$ cat src/rtl/fp_mul_pipe.sv
// Three-stage pipelined floating-point multiplier (unpack / normalise / round-pack)
// with valid/ready back-pressure, round-to-nearest-even, DAZ/FTZ and exception flags.
module fp_mul_pipe #(
   parameter int EXP_W = 5,
   parameter int MAN_W = 10,
   localparam int W = 1 + EXP_W + MAN_W
) (
   input  logic         CLK,
   input  logic         RESETn,
   input  logic         in_valid,
   output logic         in_ready,
   input  logic [W-1:0] A,
   input  logic [W-1:0] B,
   output logic         out_valid,
   input  logic         out_ready,
   output logic [W-1:0] out,
   output logic [3:0]   flags
);

   localparam int PW   = 2 * MAN_W + 2;
   localparam int EW   = EXP_W + 2;
   localparam int BIAS = (1 << (EXP_W - 1)) - 1;
   localparam int EMAX = (1 << EXP_W) - 1;

   localparam logic signed [EW-1:0] BIAS_S = EW'(BIAS);
   localparam logic signed [EW-1:0] EMAX_S = EW'(EMAX);
   localparam logic signed [EW-1:0] ONE_S  = EW'(1);
   localparam logic signed [EW-1:0] ZERO_S = '0;
   localparam logic [W-1:0] QNAN = {1'b0, {EXP_W{1'b1}}, 1'b1, {(MAN_W-1){1'b0}}};

   logic adv;

   logic               valid1_q, special1_q, sign1_q;
   logic [W-1:0]       specRes1_q;
   logic [3:0]         specFlags1_q;
   logic signed [EW-1:0] eSum1_q;
   logic [PW-1:0]      prod1_q;

   logic               valid2_q, special2_q, sign2_q, guard2_q, sticky2_q;
   logic [W-1:0]       specRes2_q;
   logic [3:0]         specFlags2_q;
   logic signed [EW-1:0] e2_q;
   logic [MAN_W-1:0]   frac2_q;

   logic               outValid_q;
   logic [W-1:0]       out_q;
   logic [3:0]         flags_q;

   logic               special1_d, sign1_d;
   logic [W-1:0]       specRes1_d;
   logic [3:0]         specFlags1_d;
   logic signed [EW-1:0] eSum1_d;
   logic [PW-1:0]      prod1_d;

   logic signed [EW-1:0] e2_d;
   logic [MAN_W-1:0]   frac2_d;
   logic               guard2_d, sticky2_d;

   logic [W-1:0]       out_d;
   logic [3:0]         flags_d;

   logic [EXP_W-1:0]   expA, expB;
   logic [MAN_W-1:0]   fracA, fracB;
   logic               aZero, bZero, aInf, bInf, aNan, bNan;

   logic               roundUp, carry;
   logic [MAN_W-1:0]   fracR;
   logic signed [EW-1:0] eR;

   assign adv       = ~outValid_q | out_ready;
   assign in_ready  = adv;
   assign out_valid = outValid_q;
   assign out       = out_q;
   assign flags     = flags_q;

   assign expA  = A[W-2:MAN_W];
   assign expB  = B[W-2:MAN_W];
   assign fracA = A[MAN_W-1:0];
   assign fracB = B[MAN_W-1:0];
   assign aZero = (expA == '0);
   assign bZero = (expB == '0);
   assign aInf  = (expA == '1) && (fracA == '0);
   assign bInf  = (expB == '1) && (fracB == '0);
   assign aNan  = (expA == '1) && (fracA != '0);
   assign bNan  = (expB == '1) && (fracB != '0);

   // Stage 1: classify operands and start the arithmetic; specials are resolved here
   // and carried down so later stages only need a single override mux.
   always_comb begin
      sign1_d      = A[W-1] ^ B[W-1];
      special1_d   = 1'b0;
      specRes1_d   = '0;
      specFlags1_d = '0;
      if (aNan || bNan || (aInf && bZero) || (bInf && aZero)) begin
         special1_d   = 1'b1;
         specRes1_d   = QNAN;
         specFlags1_d = 4'b1000;
      end else if (aInf || bInf) begin
         special1_d   = 1'b1;
         specRes1_d   = {sign1_d, {EXP_W{1'b1}}, {MAN_W{1'b0}}};
      end else if (aZero || bZero) begin
         special1_d   = 1'b1;
         specRes1_d   = {sign1_d, {(W-1){1'b0}}};
      end
      eSum1_d = $signed({2'b00, expA}) + $signed({2'b00, expB}) - BIAS_S;
      prod1_d = PW'({1'b1, fracA}) * PW'({1'b1, fracB});
   end

   // Stage 2: the product of two [1,2) mantissas lies in [1,4), so at most one shift.
   always_comb begin
      if (prod1_q[PW-1]) begin
         e2_d      = eSum1_q + ONE_S;
         frac2_d   = prod1_q[PW-2:MAN_W+1];
         guard2_d  = prod1_q[MAN_W];
         sticky2_d = |prod1_q[MAN_W-1:0];
      end else begin
         e2_d      = eSum1_q;
         frac2_d   = prod1_q[PW-3:MAN_W];
         guard2_d  = prod1_q[MAN_W-1];
         sticky2_d = |prod1_q[MAN_W-2:0];
      end
   end

   // Stage 3: round to nearest even, then range-check the final exponent.
   always_comb begin
      roundUp        = guard2_q & (sticky2_q | frac2_q[0]);
      {carry, fracR} = {1'b0, frac2_q} + (MAN_W+1)'(roundUp);
      eR             = carry ? (e2_q + ONE_S) : e2_q;
      if (special2_q) begin
         out_d   = specRes2_q;
         flags_d = specFlags2_q;
      end else if (eR >= EMAX_S) begin
         out_d   = {sign2_q, {EXP_W{1'b1}}, {MAN_W{1'b0}}};
         flags_d = 4'b0101;
      end else if (eR <= ZERO_S) begin
         out_d   = {sign2_q, {(W-1){1'b0}}};
         flags_d = 4'b0011;
      end else begin
         out_d   = {sign2_q, eR[EXP_W-1:0], fracR};
         flags_d = {3'b000, guard2_q | sticky2_q};
      end
   end

   always_ff @(posedge CLK or negedge RESETn) begin
      if (!RESETn) begin
         valid1_q     <= 1'b0;
         special1_q   <= 1'b0;
         sign1_q      <= 1'b0;
         specRes1_q   <= '0;
         specFlags1_q <= '0;
         eSum1_q      <= '0;
         prod1_q      <= '0;
         valid2_q     <= 1'b0;
         special2_q   <= 1'b0;
         sign2_q      <= 1'b0;
         specRes2_q   <= '0;
         specFlags2_q <= '0;
         e2_q         <= '0;
         frac2_q      <= '0;
         guard2_q     <= 1'b0;
         sticky2_q    <= 1'b0;
         outValid_q   <= 1'b0;
         out_q        <= '0;
         flags_q      <= '0;
      end else if (adv) begin
         valid1_q     <= in_valid;
         special1_q   <= special1_d;
         sign1_q      <= sign1_d;
         specRes1_q   <= specRes1_d;
         specFlags1_q <= specFlags1_d;
         eSum1_q      <= eSum1_d;
         prod1_q      <= prod1_d;
         valid2_q     <= valid1_q;
         special2_q   <= special1_q;
         sign2_q      <= sign1_q;
         specRes2_q   <= specRes1_q;
         specFlags2_q <= specFlags1_q;
         e2_q         <= e2_d;
         frac2_q      <= frac2_d;
         guard2_q     <= guard2_d;
         sticky2_q    <= sticky2_d;
         outValid_q   <= valid2_q;
         out_q        <= out_d;
         flags_q      <= flags_d;
      end
   end

endmodule

$ cat config.mk
export PLATFORM = sky130hd
export DESIGN_NAME = fp_mul_pipe
export DESIGN_NICKNAME = d
export VERILOG_FILES = /design/src/rtl/fp_mul_pipe.sv
export SDC_FILE = /design/constraint.sdc
export NUM_CORES = 1
export LEC_CHECK = 0
export ABC_AREA = 1
export CAP_MARGIN = 20
export CORE_AREA = 2 2 122 124
export CTS_CLUSTER_DIAMETER = 150
export DETAILED_ROUTE_END_ITERATION = 10
export DIE_AREA = 0 0 124 126
export PLACE_DENSITY_LB_ADDON = 0.25
export SLEW_MARGIN = 20
export SYNTH_ARGS = -nofsm -noshare
export SYNTH_HDL_FRONTEND = slang
export SYNTH_SLANG_ARGS = --single-unit
$ cat constraint.sdc
create_clock -name CLK -period 2.35 [get_ports CLK]
set_input_delay 0.47 -clock CLK [delete_from_list [all_inputs] [get_ports CLK]]
set_output_delay 0.47 -clock CLK [all_outputs]
set_load 0.05 [all_outputs]
==> impl_metrics.csv <==
group,metric,value,unit
clock_tree,cts_root_buffer,"clkbuf_16",
route,vias,7964,
timing,post-route-min-period,4.44,ns
clock_tree,ctsHoldBuffers,0,
die,coreArea,0.0143,mm2
yosys,ys_warn_count,0,
finish,antennaDiodeCount,0,
route,wl,23000,um
timing,finalWorstSetupSlack,-2.09,ns
timing,fin_skew,0.00465,ns
clock_tree,clock_latency,0.34,ns
setup_path,crit_top_cell,"fa_1",
finish,drive_gt1_share,25.8,%
setup_path,endpoint_kind,"flop",
place,post-dp-hpwl,16300,um
power_and_ir_drop,total_power,17.4,mW
global_routing,grt_max_degree,48,
route,drt_iter0_markers,652,
yosys,ys_ff_latch,81,
setup_path,required,2.57,ns
yosys,synthCells,1108,
outcome,violations,"negative setup slack",
timing,setup-tns-final,-32.45,ns
clock_tree,cts_sinks,81,
finish,synthToLayoutAreaGrowth,35.1,%
timing,rsz0062_at_grt,"yes",
place,io_buffers,57,
route,detail-route-antenna-nets,0,
route,drtPass1Iterations,5,
timing,relSlewSlack,61.6,%
clock_tree,path_clk_slew,0.06,ns
die,die_w,124,um
timing,setup_violations,19,
yosys,synth-seq-area-share,24.2,%
finish,final_nets,1464,
route,viasPerCell,5.44,
global_routing,grt_pass1_wl,37700,um
timing,fin_crit_sh,189,%
setup_path,start_kind,"primary input",
setup_path,crit_buf_inv,5,
die,ios,58,
clock_tree,cts_tree,"done",
power_and_ir_drop,peakVddDrop,1.31,mV
clock_tree,numCtsBuffers,9,
clock_tree,h-tree-depth,3,
timing,slew_viol_final,0,
finish,fin_area,0.0113,mm2
outcome,status,"complete, but fails checks",
place,dpl_cell_area,0.0102,mm2
global_routing,grt_pass1_vias,8138,
setup_path,max_stage_delay,0.55,ns
global_routing,antenna_found_initial,0,
global_routing,gr-total-overflow,0,
global_routing,grt_usage,30.4,%
die,die_y,126,um
yosys,syn-cell-area,0.00838,mm2
setup_path,worstPathArrival,4.66,ns
die,die_area,0.0156,mm2
setup_path,crit_type,"in2reg",
die,rows,44,
route,drcViolationCount,0,
yosys,avgSynthCellArea,7.56,um2
job,drv_cap,0,
power_and_ir_drop,p_leak,6.02,nW
timing,tightest_slew,0.577,ns
setup_path,crit_fanout,3,
clock_tree,clock_path_buffers,2,
setup_path,path_cells,"buf_2, inv_1, fa_1, inv_1, fa_1, fa_1, fa_1, inv_1, fa_1, inv_2, ha_4, a21oi_4, o21a_1, nor2_1, nor2_1, o21ai_2, or2_0, nand3_1, o21ai_1",
finish,final_util,79.1,%
setup_path,critical-path-slowest-cell,"fa_1",
yosys,synthesis.nets,1297,
die,start_util,58.6,%
route,avgRoutedWirePerCell,15.7,um
finish,n_fill_cell,910,
place,place_congestion,0.905,
timing,hold_viol_final,0,
yosys,synthDistinctLibCells,42,
worst_hold_path,hp-class,"in2async",
timing,max_freq,225,MHz
power_and_ir_drop,power_density,1540,mW/mm2
setup_path,crit_family,"adder cells",
## per-stage QoR
step	instances	setup slack (ns)	hold slack [ns]
2_1_floorplan	1108	-2.10	0.174
3_3_place_gp	1422	-2.93	0.435
3_5_place_dp	1422	-3.03	0.454
4_1_cts	1458	-2.01	0.145
5_1_grt	1464	-2.26	0.188
6_report	1464	-2.09	0.140
## final cells by class
cell class / instances / area (um2) / area share, %
clock inverter: 6 / 91.3 / 0.807
tap: 184 / 230 / 2.03
clock buffer: 10 / 239 / 2.11
inverter: 229 / 860 / 7.59
sequential: 81 / 2030 / 17.9
timing repair buffer: 195 / 1780 / 15.8
multi-input combinational: 759 / 6090 / 53.8
## flip-flops by register name, indices dropped and copies added, names as in the netlist
register	flops
prod1_q	22
out	16
frac2_q	10
e2_q	7
eSum1_q	7
flags	4
specRes1_q	3
specRes2_q	3
guard2_q	1
out_valid	1
sign1_q	1
sign2_q	1
special1_q	1
special2_q	1
sticky2_q	1
valid1_q	1
valid2_q	1
## report_power, final
group / switching [mW] / internal [mW] / leakage (nW)
Clock: 0.578 / 0.963 / 0.163
Combinational: 7.22 / 6.18 / 4.87
Sequential: 0.495 / 2.01 / 0.990
## synthesized netlist by cell type (all sizes together)
cell type	number	area, um2
dfrtp	81	2030
a32o	1	10.0
nor4	2	12.5
nand2	315	1210
nand3b	4	30.0
o21bai	3	22.5
o211ai	3	22.5
ha	72	901
a21boi	1	7.51
nor3b	1	7.51
o21a	3	22.5
buf	4	23.8
xnor2	9	78.8
inv	229	860
or2	2	12.5
clkbuf	35	131
and3	1	7.51
o21ai	47	239
a211oi	2	15.0
a2111oi	1	8.76
a31oi	3	18.8
o22ai	2	12.5
xor2	11	96.3
a21oi	40	200
nand3	62	338
a22oi	1	7.51
fa	81	1620
nor3	13	65.1
a21o	1	7.51
nor2	62	268
nand4	16	100
## metal layers
layer | up-vias | track usage (%) | wire [um]
met1 | 3860 | 39.6 | 9640
met2 | 308 | 52.1 | 11500
met5 | - | 0 | 0
met4 | 0 | 8.46 | 563
li1 | 3738 | - | -
met3 | 58 | 5.25 | 1380
## timing repair
action                     in CTS  in global routing
pin swaps                      76                 45
setup endpoints to repair      20                 32
setup buffers                  20                  8
gates resized for setup       200                 51
## placed cells by master, fill, tap and decap left out, drive strengths merged, types with 3 or more instances in the layout
master         netlist  final
a21oi               40     40
xor2                11     11
nand3               62     62
o21bai               3      3
nor3                13     13
nand4               16     16
clkbuf              35     10
fa                  81     81
dfrtp               81     81
o21ai               47     47
inv                229    229
buf                  4    156
a31oi                3      3
clkinv               0      4
o211ai               3      3
clkdlybuf4s50        0     35
nand2              315    315
xnor2                9      9
ha                  72     72
nand3b               4      4
o21a                 3      3
nor2                62     62
## final timing paths
check	start	end	slack (ns)	cells past startpoint
hold reg to reg	out[6]$_DFFE_PN0P_	out[6]$_DFFE_PN0P_	0.48	2
hold / removal	RESETn	e2_q[6]$_DFFE_PN0P_	0.14	1
min in group CLK	out[6]$_DFFE_PN0P_	out[6]$_DFFE_PN0P_	0.48	2
setup reg to reg	guard2_q$_DFFE_PN0P_	flags[0]$_DFFE_PN0P_	0.16	13
setup / recovery	A[1]	prod1_q[17]$_DFFE_PN0P_	-2.09	19
max in group asynchronous	RESETn	prod1_q[19]$_DFFE_PN0P_	1.61	2
## cells by family (layout without fill, tap and decap cells)
family / count (synthesis) / count (layout) / share of synthesized area, %
compound gates: 108 / 108 / 7.09
xor+xnor: 20 / 20 / 2.09
fa+ha+maj: 153 / 153 / 30.1
buf+inv: 268 / 440 / 12.1
flops: 81 / 81 / 24.2
simple gates: 478 / 478 / 24.4
No activity file was read; power rests on OpenSTA's default activity.
